$ cat config.mk
export PLATFORM = sky130hd
export DESIGN_NAME = tablero_gato
export DESIGN_NICKNAME = d
export VERILOG_FILES = /design/src/rtl/tablero_gato.sv
export SDC_FILE = /design/constraint.sdc
export NUM_CORES = 1
export LEC_CHECK = 0
export ABC_AREA = 0
export CAP_MARGIN = 20
export CORE_ASPECT_RATIO = 0.7
export CORE_UTILIZATION = 45
export DETAILED_ROUTE_END_ITERATION = 10
export DONT_BUFFER_PORTS = 1
export PLACE_DENSITY = 0.71
export SETUP_SLACK_MARGIN = 0.02
export SYNTH_ARGS = -nofsm -noshare
export SYNTH_HDL_FRONTEND = slang
export SYNTH_SLANG_ARGS = --single-unit
$ cat constraint.sdc
create_clock -name clk -period 1.9 [get_ports clk]
set_clock_uncertainty 0.05 [all_clocks]
set_input_delay 0.38 -clock clk [delete_from_list [all_inputs] [get_ports clk]]
set_output_delay 0.38 -clock clk [all_outputs]
set_load 0.05 [all_outputs]
$ cat src/rtl/tablero_gato.sv
// tablero_gato: board-state writer for tic-tac-toe (gato).
// Accepts moves over a valid/ready handshake and rejects out-of-range or
// occupied cells. It writes the nine 2-bit cells, toggles verifica_status
// once per accepted move, samples the verifier verdict VERIF_WAIT cycles
// later, and then either passes the turn or enters FIN.
//
// Ports:
//   clk, rst_n          clock (rising edge), async active-low reset
//   move_valid/move_pos move request and target cell 1..9
//   move_ready          block accepts a move this cycle
//   new_game            sync pulse: clear board, count and turn
//   game_over           OR of the verifier's win/tie outputs
//   reg_c1..reg_c9      cell state: 00 empty, 11 player 1, 01 player 2
//   verifica_status     toggles once per accepted move
//   turno               0 = player 1 to move, 1 = player 2
//   jugada_invalida     one-cycle pulse on a rejected move
//   move_count          accepted moves since clear, 0..9
//   fin_juego           high while in FIN
//   timeout_pulse       (only with TURN_TIMEOUT_EN) turn forfeited pulse
//
// Optional feature macro: TURN_TIMEOUT_EN (turn timer, timeout_pulse port).
module tablero_gato #(
    parameter int unsigned VERIF_WAIT     = 2,
    parameter int unsigned TIMEOUT_CYCLES = 1000
) (
    input  logic       clk,
    input  logic       rst_n,
    input  logic       move_valid,
    input  logic [3:0] move_pos,
    output logic       move_ready,
    input  logic       new_game,
    input  logic       game_over,
    output logic [1:0] reg_c1,
    output logic [1:0] reg_c2,
    output logic [1:0] reg_c3,
    output logic [1:0] reg_c4,
    output logic [1:0] reg_c5,
    output logic [1:0] reg_c6,
    output logic [1:0] reg_c7,
    output logic [1:0] reg_c8,
    output logic [1:0] reg_c9,
    output logic       verifica_status,
    output logic       turno,
    output logic       jugada_invalida,
    output logic [3:0] move_count,
    output logic       fin_juego
`ifdef TURN_TIMEOUT_EN
    ,
    output logic       timeout_pulse
`endif
);

    localparam int unsigned NUM_CELLS = 9;
    localparam int unsigned CELL_W    = 2;
    localparam int unsigned POS_W     = 4;
    localparam int unsigned CNT_W     = 4;
    localparam int unsigned WAIT_W    = $clog2(VERIF_WAIT + 1);

    localparam logic [CELL_W-1:0] CELL_EMPTY = 2'b00;
    localparam logic [CELL_W-1:0] CELL_P1    = 2'b11;
    localparam logic [CELL_W-1:0] CELL_P2    = 2'b01;
    localparam logic [CNT_W-1:0]  MAX_MOVES  = 4'd9;

    // Both timing parameters must be at least one cycle.
    if (VERIF_WAIT < 1 || TIMEOUT_CYCLES < 1) begin : g_param_check
        $error("tablero_gato: VERIF_WAIT and TIMEOUT_CYCLES must be >= 1");
    end

    typedef enum logic [1:0] {
        ESPERA   = 2'd0,
        ESCRIBE  = 2'd1,
        VERIFICA = 2'd2,
        FIN      = 2'd3
    } state_e;

    state_e             state_q, state_d;
    logic [CELL_W-1:0]  cell_q [NUM_CELLS];
    logic [CELL_W-1:0]  cell_d [NUM_CELLS];
    logic [POS_W-1:0]   pos_q, pos_d;
    logic [CNT_W-1:0]   count_q, count_d;
    logic [WAIT_W-1:0]  wait_q, wait_d;
    logic               turno_q, turno_d;
    logic               vstat_q, vstat_d;
    logic               inval_q, inval_d;
    logic               ready_q, ready_d;
    logic               fin_q, fin_d;
    logic               handshake_c;
    logic               pos_ok_c;

`ifdef TURN_TIMEOUT_EN
    localparam int unsigned TO_W = $clog2(TIMEOUT_CYCLES + 1);
    logic [TO_W-1:0]    to_cnt_q, to_cnt_d;
    logic               to_pulse_q, to_pulse_d;
`endif

    // Handshake and legality of the requested cell (range 1..9 and empty).
    always_comb begin
        handshake_c = move_valid && ready_q;
        pos_ok_c    = 1'b0;
        for (int i = 0; i < NUM_CELLS; i++) begin
            if (move_pos == POS_W'(i + 1)) begin
                pos_ok_c = (cell_q[i] == CELL_EMPTY);
            end
        end
    end

    // Next-state and datapath updates.
    always_comb begin
        state_d = state_q;
        cell_d  = cell_q;
        pos_d   = pos_q;
        count_d = count_q;
        wait_d  = wait_q;
        turno_d = turno_q;
        vstat_d = vstat_q;
        inval_d = 1'b0;
`ifdef TURN_TIMEOUT_EN
        to_cnt_d   = '0;
        to_pulse_d = 1'b0;
`endif

        if (new_game) begin
            // Clear wins over any move presented in the same cycle.
            for (int i = 0; i < NUM_CELLS; i++) begin
                cell_d[i] = CELL_EMPTY;
            end
            count_d = '0;
            turno_d = 1'b0;
            wait_d  = '0;
            state_d = ESPERA;
        end else begin
            case (state_q)
                ESPERA: begin
                    if (handshake_c) begin
                        if (pos_ok_c) begin
                            pos_d   = move_pos;
                            state_d = ESCRIBE;
                        end else begin
                            inval_d = 1'b1;
                        end
                    end
`ifdef TURN_TIMEOUT_EN
                    else if (to_cnt_q == TO_W'(TIMEOUT_CYCLES - 1)) begin
                        turno_d    = ~turno_q;
                        to_pulse_d = 1'b1;
                    end else begin
                        to_cnt_d = to_cnt_q + TO_W'(1);
                    end
`endif
                end

                ESCRIBE: begin
                    for (int i = 0; i < NUM_CELLS; i++) begin
                        if (pos_q == POS_W'(i + 1)) begin
                            cell_d[i] = turno_q ? CELL_P2 : CELL_P1;
                        end
                    end
                    if (count_q != MAX_MOVES) begin
                        count_d = count_q + CNT_W'(1);
                    end
                    vstat_d = ~vstat_q;
                    wait_d  = WAIT_W'(VERIF_WAIT);
                    state_d = VERIFICA;
                end

                VERIFICA: begin
                    // Verdict sampled on the edge where the counter reaches 0,
                    // VERIF_WAIT cycles after the verifica_status toggle.
                    if (wait_q <= WAIT_W'(1)) begin
                        wait_d = '0;
                        if (game_over || count_q == MAX_MOVES) begin
                            state_d = FIN;
                        end else begin
                            turno_d = ~turno_q;
                            state_d = ESPERA;
                        end
                    end else begin
                        wait_d = wait_q - WAIT_W'(1);
                    end
                end

                FIN: begin
                    state_d = FIN;
                end

                default: begin
                    state_d = ESPERA;
                end
            endcase
        end

        // Status flags registered from the upcoming state.
        ready_d = (state_d == ESPERA);
        fin_d   = (state_d == FIN);
    end

    // State and datapath registers.
    always_ff @(posedge clk or negedge rst_n) begin
        if (!rst_n) begin
            state_q <= ESPERA;
            cell_q  <= '{default: CELL_EMPTY};
            pos_q   <= '0;
            count_q <= '0;
            wait_q  <= '0;
            turno_q <= 1'b0;
            vstat_q <= 1'b0;
            inval_q <= 1'b0;
            ready_q <= 1'b0;
            fin_q   <= 1'b0;
        end else begin
            state_q <= state_d;
            cell_q  <= cell_d;
            pos_q   <= pos_d;
            count_q <= count_d;
            wait_q  <= wait_d;
            turno_q <= turno_d;
            vstat_q <= vstat_d;
            inval_q <= inval_d;
            ready_q <= ready_d;
            fin_q   <= fin_d;
        end
    end

`ifdef TURN_TIMEOUT_EN
    // Turn timer; cleared outside ESPERA, so it restarts on every state entry.
    always_ff @(posedge clk or negedge rst_n) begin
        if (!rst_n) begin
            to_cnt_q   <= '0;
            to_pulse_q <= 1'b0;
        end else begin
            to_cnt_q   <= to_cnt_d;
            to_pulse_q <= to_pulse_d;
        end
    end

    assign timeout_pulse = to_pulse_q;
`endif

    assign reg_c1          = cell_q[0];
    assign reg_c2          = cell_q[1];
    assign reg_c3          = cell_q[2];
    assign reg_c4          = cell_q[3];
    assign reg_c5          = cell_q[4];
    assign reg_c6          = cell_q[5];
    assign reg_c7          = cell_q[6];
    assign reg_c8          = cell_q[7];
    assign reg_c9          = cell_q[8];
    assign move_ready      = ready_q;
    assign verifica_status = vstat_q;
    assign turno           = turno_q;
    assign jugada_invalida = inval_q;
    assign move_count      = count_q;
    assign fin_juego       = fin_q;

endmodule

==> qor.yml, run 1 <==
placement:
  gp_congestion: 0.914
  dpl.hpwl_um: 2920
  place_ws_ps: 81.3
  portBuffers: 0
setup_path:
  critPathLaunchType: "flop"
  cp-end-kind: "flop"
  crit_required_ps: 2030
  slowest_stage: "dfrtp_2"
  crit_type: "flop to flop"
  worst-path-max-fanout: 3
  crit_chain: "ha_2 > and3b_1 > or3_1 > or3b_1 > xnor2_1 > nor2_1"
  crit_path_max_incr_delay_ps: 410
  arrival_ps: 1950
clock_tree:
  root_buffer: "clkbuf_8"
  clk_pin_slew_ps: 70
  cts_sinks: 35
  clockBufferDepth: 2
  cts_setup_buffers: 0
  htreeDepth: 2
  cts-buffers-inserted: 5
  clk_latency_ps: 290
  cts_tree: "yes"
finish:
  drive_gt1_share_pct: 24.8
  area_delta_synth_final_pct: 20.4
  mostFrequentLayoutCell: "nor2_1"
  diodes: 0
  mostFrequentLayoutCells: "nor2_1, dfrtp_1, buf_4"
  layout.nets: 213
timing:
  maxSlewViolCount: 0
  rsz0062_at_grt: "false"
  finalCritPeriodShare_pct: 95.7
  post-route-min-period_ps: 1820
  whs_ps: 98.3
  max-slew-margin-rel_pct: 67.4
  fin_ws_ps: 82.0
  setup-tns-final_ps: 0
  tightest_slew_ps: 489
  finalSetupViolCount: 0
  fmax_mhz: 550
  hold_viol: 0
route:
  route.vias.total: 1371
  avgViaCountPerCell: 5.44
  avgRoutedWirePerCell_um: 16.5
  drcViolationCount: 0
  drtAntennaViolNets: 0
  drt_iter0_drc: 115
  routed_wl_um: 4150
  dr.pass1.iters: 4
die:
  start_util_pct: 47.6
  die_y_um: 53.5
  core.rowCount: 18
  ioPinCount: 36
  die_width_um: 75.6
  core_region_area_um2: 3580
  die_area_um2: 4040
power:
  p_leak_nw: 0.962
  p_per_area_nw_per_um2: 836
  max-vdd-ir-drop_mv: 0.483
status:
  outcome: "completed"
flow_run:
  cap_viol_max_count: 0
synth:
  synth_edf_count: 0
  seq_area_frac_synth_pct: 51.4
  synth_fa_ha_area_share_pct: 1.47
  syn_avg_cell_area_um2: 9.75
  synth_seq_cells: 35
  synth_flop_cell: "dfrtp_1"
  synth_top_family_by_area: "simple AND/OR/NAND/NOR gates"
  synth_compound_area_share_pct: 16.6
  syn-cell-area_um2: 1710
  yosysWarnings: 0
  synthMuxAreaShare_pct: 2.71
  syn_inst: 175
  synth-xor-area-share_pct: 2.57
  ys_types: 49
  syn_nets: 186
  synth-simple-area-share_pct: 20.3
  synthArstFlopShare_pct: 100
global_routing:
  antenna_found_initial: 0
  grt_overflow: 0
  grt_start_max_net_pins: 36
  grt_pass1_vias: 1357
  grt_pass1_wl_um: 6600
  grt_use_total_pct: 23.1
min_path:
  hold_path_class: "input pin to flop"
-- area by class of cell --
cell class	count	area [um2]
fillers	312	1530
multi-input cells	121	747
inverters	8	30.0
flip-flops and latches	35	878
well taps	50	62.6
repair buffers	31	248
clock buffers	6	82.6
clock inverters	1	5.00
-- sequential cells by signal, summed over array words and instances (netlist names), 2 cells and up --
register	flops
move_count	4
pos_q	4
reg_c1	2
reg_c2	2
reg_c3	2
reg_c4	2
reg_c5	2
reg_c6	2
reg_c7	2
reg_c8	2
reg_c9	2
state_q	2
wait_q	2
-- per-layer routing --
layer  GRT usage [%]  part of all wire [%]  vias up
met3            7.05                   7.6        4
met2            34.8                    45       48
met1            32.0                    47      653
met4            7.41                  0.89        0
met5               0                     0        -
li1                -                     -      666
-- where the power goes --
group | switching, W | leakage, nW | total, W | internal, W
Sequential | 0.000116 | 0.467 | 0.000913 | 0.000797
Combinational | 0.000150 | 0.447 | 0.000254 | 0.000105
Clock | 0.000264 | 0.0470 | 0.000549 | 0.000284
-- cells by family after synthesis --
family	count (synthesis)
XOR/XNOR	5
buffers and inverters	19
AND/OR/NAND/NOR	69
adder cells (fa/ha/maj)	2
AO/OA/AOI/OAI	41
flip-flops	35
multiplexers	4
-- synth_stat cells (2+ instances only) --
master | count | area share, %
xor2_1 | 3 | 1.5
nand2b_1 | 3 | 1.1
nor2_1 | 34 | 7.5
nand4_1 | 3 | 1.1
buf_1 | 3 | 0.66
xnor2_1 | 2 | 1.0
dfrtp_1 | 35 | 51
nor3_1 | 4 | 1.2
mux2i_1 | 2 | 1.2
ha_1 | 2 | 1.5
nand3_1 | 2 | 0.59
nor4_1 | 2 | 0.73
a311oi_1 | 5 | 2.6
nand2_1 | 7 | 1.5
clkbuf_1 | 4 | 0.88
nor3b_1 | 2 | 0.88
a21oi_1 | 22 | 6.5
inv_1 | 8 | 1.8
a32o_1 | 2 | 1.2
-- critical path: cells and delay by family, from the launching register on --
family	cells	cell delay [ps]
xor+xnor	1	150
flops	1	410
fa+ha+maj	1	170
simple gates	4	930
-- through the flow --
stage | instance area (um2) | power (W) | instances | util [%]
floorplan | 1710 | 0.00111 | 175 | -
CTS | 2050 | 0.00173 | 252 | 57.3
detailed placement | 1940 | 0.00116 | 243 | 54.1
global placement | 1940 | 0.00115 | 243 | 54.1
global route | 2050 | 0.00178 | 252 | 57.3
finish | 2050 | 0.00172 | 252 | 57.3
-- final timing paths --
kind	endpoint	startpoint	slack [ps]	cells past startpoint
max	turno	move_count[0]	80	6
min	reg_c2[0]	new_game	100	1
max reg2reg	turno	move_count[0]	80	6
min reg2reg	reg_c2[0]	reg_c2[0]	510	2
max in group asynchronous	move_count[1]	rst_n	1100	2
min in group asynchronous	move_ready	rst_n	500	2
-- repair_timing --
action	4_1_cts	5_1_grt
resized for setup	0	0
hold buffers	2	0
endpoints found under the hold margin	35	0
No activity file was read; power rests on OpenSTA's default activity.
==> run 2: changes to the inputs <==
--- a/config.mk
+++ b/config.mk
@@ -13,6 +13,7 @@
 export DONT_BUFFER_PORTS = 1
 export PLACE_DENSITY = 0.71
 export SETUP_SLACK_MARGIN = 0.02
+export SKIP_LAST_GASP = 1
 export SYNTH_ARGS = -nofsm -noshare
 export SYNTH_HDL_FRONTEND = slang
 export SYNTH_SLANG_ARGS = --single-unit
==> results of run 2 <==
No change in the layout: final DEF, timing and power equal those of run 1.
==> run 3: changes to the inputs <==
--- a/config.mk
+++ b/config.mk
@@ -6,12 +6,13 @@
 export NUM_CORES = 1
 export LEC_CHECK = 0
 export ABC_AREA = 0
+export ABC_CLOCK_PERIOD_IN_PS = 1900
 export CAP_MARGIN = 20
-export CORE_ASPECT_RATIO = 0.7
-export CORE_UTILIZATION = 45
+export CORE_ASPECT_RATIO = 1.1
+export CORE_UTILIZATION = 36
 export DETAILED_ROUTE_END_ITERATION = 10
 export DONT_BUFFER_PORTS = 1
-export PLACE_DENSITY = 0.71
+export PLACE_DENSITY = 0.61
 export SETUP_SLACK_MARGIN = 0.02
 export SKIP_LAST_GASP = 1
 export SYNTH_ARGS = -nofsm -noshare
==> qor.yml, run 3 (synthesized netlist as in run 1, its figures left out) <==
status:
  outcome: "completed"  # unchanged
power:
  p_int_w: 0.00123  # was 0.00119 W
  p_seq_share_pct: 52.0  # was 53.2%
  power_frac_comb_pct: 14.7  # was 14.8%
  max-vdd-ir-drop_mv: 0.412  # was 0.483 mV
  p_sw_w: 0.000521  # was 0.000531 W
  p_clk_share_pct: 33.4  # was 32.0%
  p_leak_nw: 0.967  # was 0.962 nW
  p_per_area_nw_per_um2: 846  # was 836 nW/um2
  p_sw_share_pct: 29.7  # was 30.9%
finish:
  fin_area_um2: 2080  # was 2050 um2
  multi_input_area_um2: 752  # was 747 um2
  diodes: 0  # unchanged
  drive_gt1_share_pct: 25.1  # was 24.8%
  final_cells: 257  # was 252
  mostFrequentLayoutCells: "nor2_1, dfrtp_1, buf_4"  # unchanged
  final_util_pct: 47.1  # was 57.3%
  register_area_um2: 878  # unchanged
  nFillCells: 419  # was 312
  layout.nets: 213  # unchanged
  mostFrequentLayoutCell: "nor2_1"  # unchanged
  area_delta_synth_final_pct: 21.7  # was 20.4%
die:
  start_util_pct: 38.7  # was 47.6%
  core.rowCount: 25  # was 18
  ioPinCount: 36  # unchanged
  die_area_um2: 5020  # was 4040 um2
  core_region_area_um2: 4410  # was 3580 um2
  die_y_um: 74.2  # was 53.5 um
  die_width_um: 67.6  # was 75.6 um
setup_path:
  startpoint: "move_count[0]"  # unchanged
  cp-end-kind: "flop"  # unchanged
  worst-r2r-cell-count: 6  # unchanged
  worst-r2r-setup-slack_ps: 50  # was 80 ps
  arrival_ps: 1980  # was 1950 ps
  worstReg2RegStart: "move_count[0]"  # unchanged
  crit_required_ps: 2030  # about the same
  critPathLaunchType: "flop"  # unchanged
  reg2reg_to: "turno"  # unchanged
  worst-path-max-fanout: 3  # unchanged
  crit_end: "turno"  # unchanged
  crit_type: "flop to flop"  # unchanged
timing:
  finalSetupViolCount: 0  # unchanged
  hold_viol: 0  # unchanged
  maxSlewViolCount: 0  # unchanged
  post-route-min-period_ps: 1850  # was 1820 ps
  rsz0062_at_grt: "true"  # was false
  fmax_mhz: 540  # was 550 MHz
  tightest_slew_ps: 493  # was 489 ps
  fin_ws_ps: 46.7  # was 82.0 ps
  max-slew-margin-rel_pct: 67.1  # was 67.4%
  whs_ps: 103  # was 98.3 ps
  finalCritPeriodShare_pct: 97.5  # was 95.7%
clock_tree:
  htreeDepth: 2  # unchanged
  cts-buffers-inserted: 5  # unchanged
  clk_latency_ps: 280  # was 290 ps
  cts_tree: "yes"  # unchanged
  cts_sinks: 35  # unchanged
  clk_pin_slew_ps: 70  # about the same
  clockBufferDepth: 2  # unchanged
  root_buffer: "clkbuf_8"  # unchanged
route:
  avgViaCountPerCell: 5.47  # was 5.44
  routed_wl_um: 4210  # was 4150 um
  dr.pass1.iters: 4  # unchanged
  drcViolationCount: 0  # unchanged
  route.vias.total: 1406  # was 1371
  drt_iter0_drc: 44  # was 115
  avgRoutedWirePerCell_um: 16.4  # was 16.5 um
  drtAntennaViolNets: 0  # unchanged
placement:
  dp_cells: 246  # was 243
  postPlaceCellArea_um2: 1930  # was 1940 um2
  gp_congestion: 0.825  # was 0.914
  dpl.hpwl_um: 3040  # was 2920 um
  place_ws_ps: 56.3  # was 81.3 ps
  portBuffers: 0  # unchanged
global_routing:
  grt_pass1_vias: 1447  # was 1357
  grt_overflow: 0  # unchanged
  antenna_found_initial: 0  # unchanged
  grt_pass1_wl_um: 6930  # was 6600 um
  grt_start_max_net_pins: 36  # unchanged
  grt_use_total_pct: 19.2  # was 23.1%
min_path:
  hold_path_class: "input pin to flop"  # unchanged
flow_run:
  cap_viol_max_count: 0  # unchanged
[run 3: worst min-delay path by stage]
stage                        start            end  slack, ps  cells after the start
after CTS                 new_game  move_count[0]         90                      1
after floorplan              rst_n      fin_juego         30                      0
after detailed placement     rst_n  move_count[3]         40                      0
after global routing      new_game  move_count[0]         90                      1
final                     new_game  move_count[0]        100                      1
after global placement       rst_n  move_count[3]         40                      0
[run 3: worst max-delay path, stage by stage (launching register included)]
cell and delay (ps):
dfrtp_2 410, ha_2 170, and3b_1 190, or3_4 340, or3b_1 370, xnor2_1 160
nor2_1 50
[run 3: layout make-up]
cell class / count / area share, %
clock buffer: 8 / 4.82
sequential: 35 / 42.3
timing repair buffer: 31 / 11.9
tap: 54 / 3.25
inverter: 8 / 1.45
multi-input combinational: 121 / 36.2
[run 3: routing by layer]
layer / up-vias / part of all wire (%) / GRT usage [%]
met2: 32 / 51 / 32.2
met4: 0 / 0.95 / 7.57
li1: 670 / - / -
met5: - / 0 / 0
met1: 700 / 43 / 22.5
met3: 4 / 4.9 / 5.98
[run 3: what timing repair did]
action,in CTS,in global routing
endpoints found under the setup margin,0,1
hold endpoints to repair,35,0
gates resized for setup,0,1
buffers inserted,0,1
hold buffers,2,0
[run 3: power by group through the flow]
stage,Clock [W],Combinational (W),Sequential [W]
6_report,0.000586,0.000258,0.000912
5_1_grt,0.000634,0.000284,0.000921
4_1_cts,0.000603,0.000257,0.000910
3_5_place_dp,0,0.000233,0.000925
3_3_place_gp,0,0.000228,0.000924
2_1_floorplan,0,0.000175,0.000932
[run 3: metrics by stage]
step | setup TNS (ps) | total power [W]
floorplan | -56.3 | 0.00111
global placement | 0 | 0.00115
detailed placement | 0 | 0.00116
CTS | 0 | 0.00177
global route | -33.5 | 0.00184
finish | 0 | 0.00176
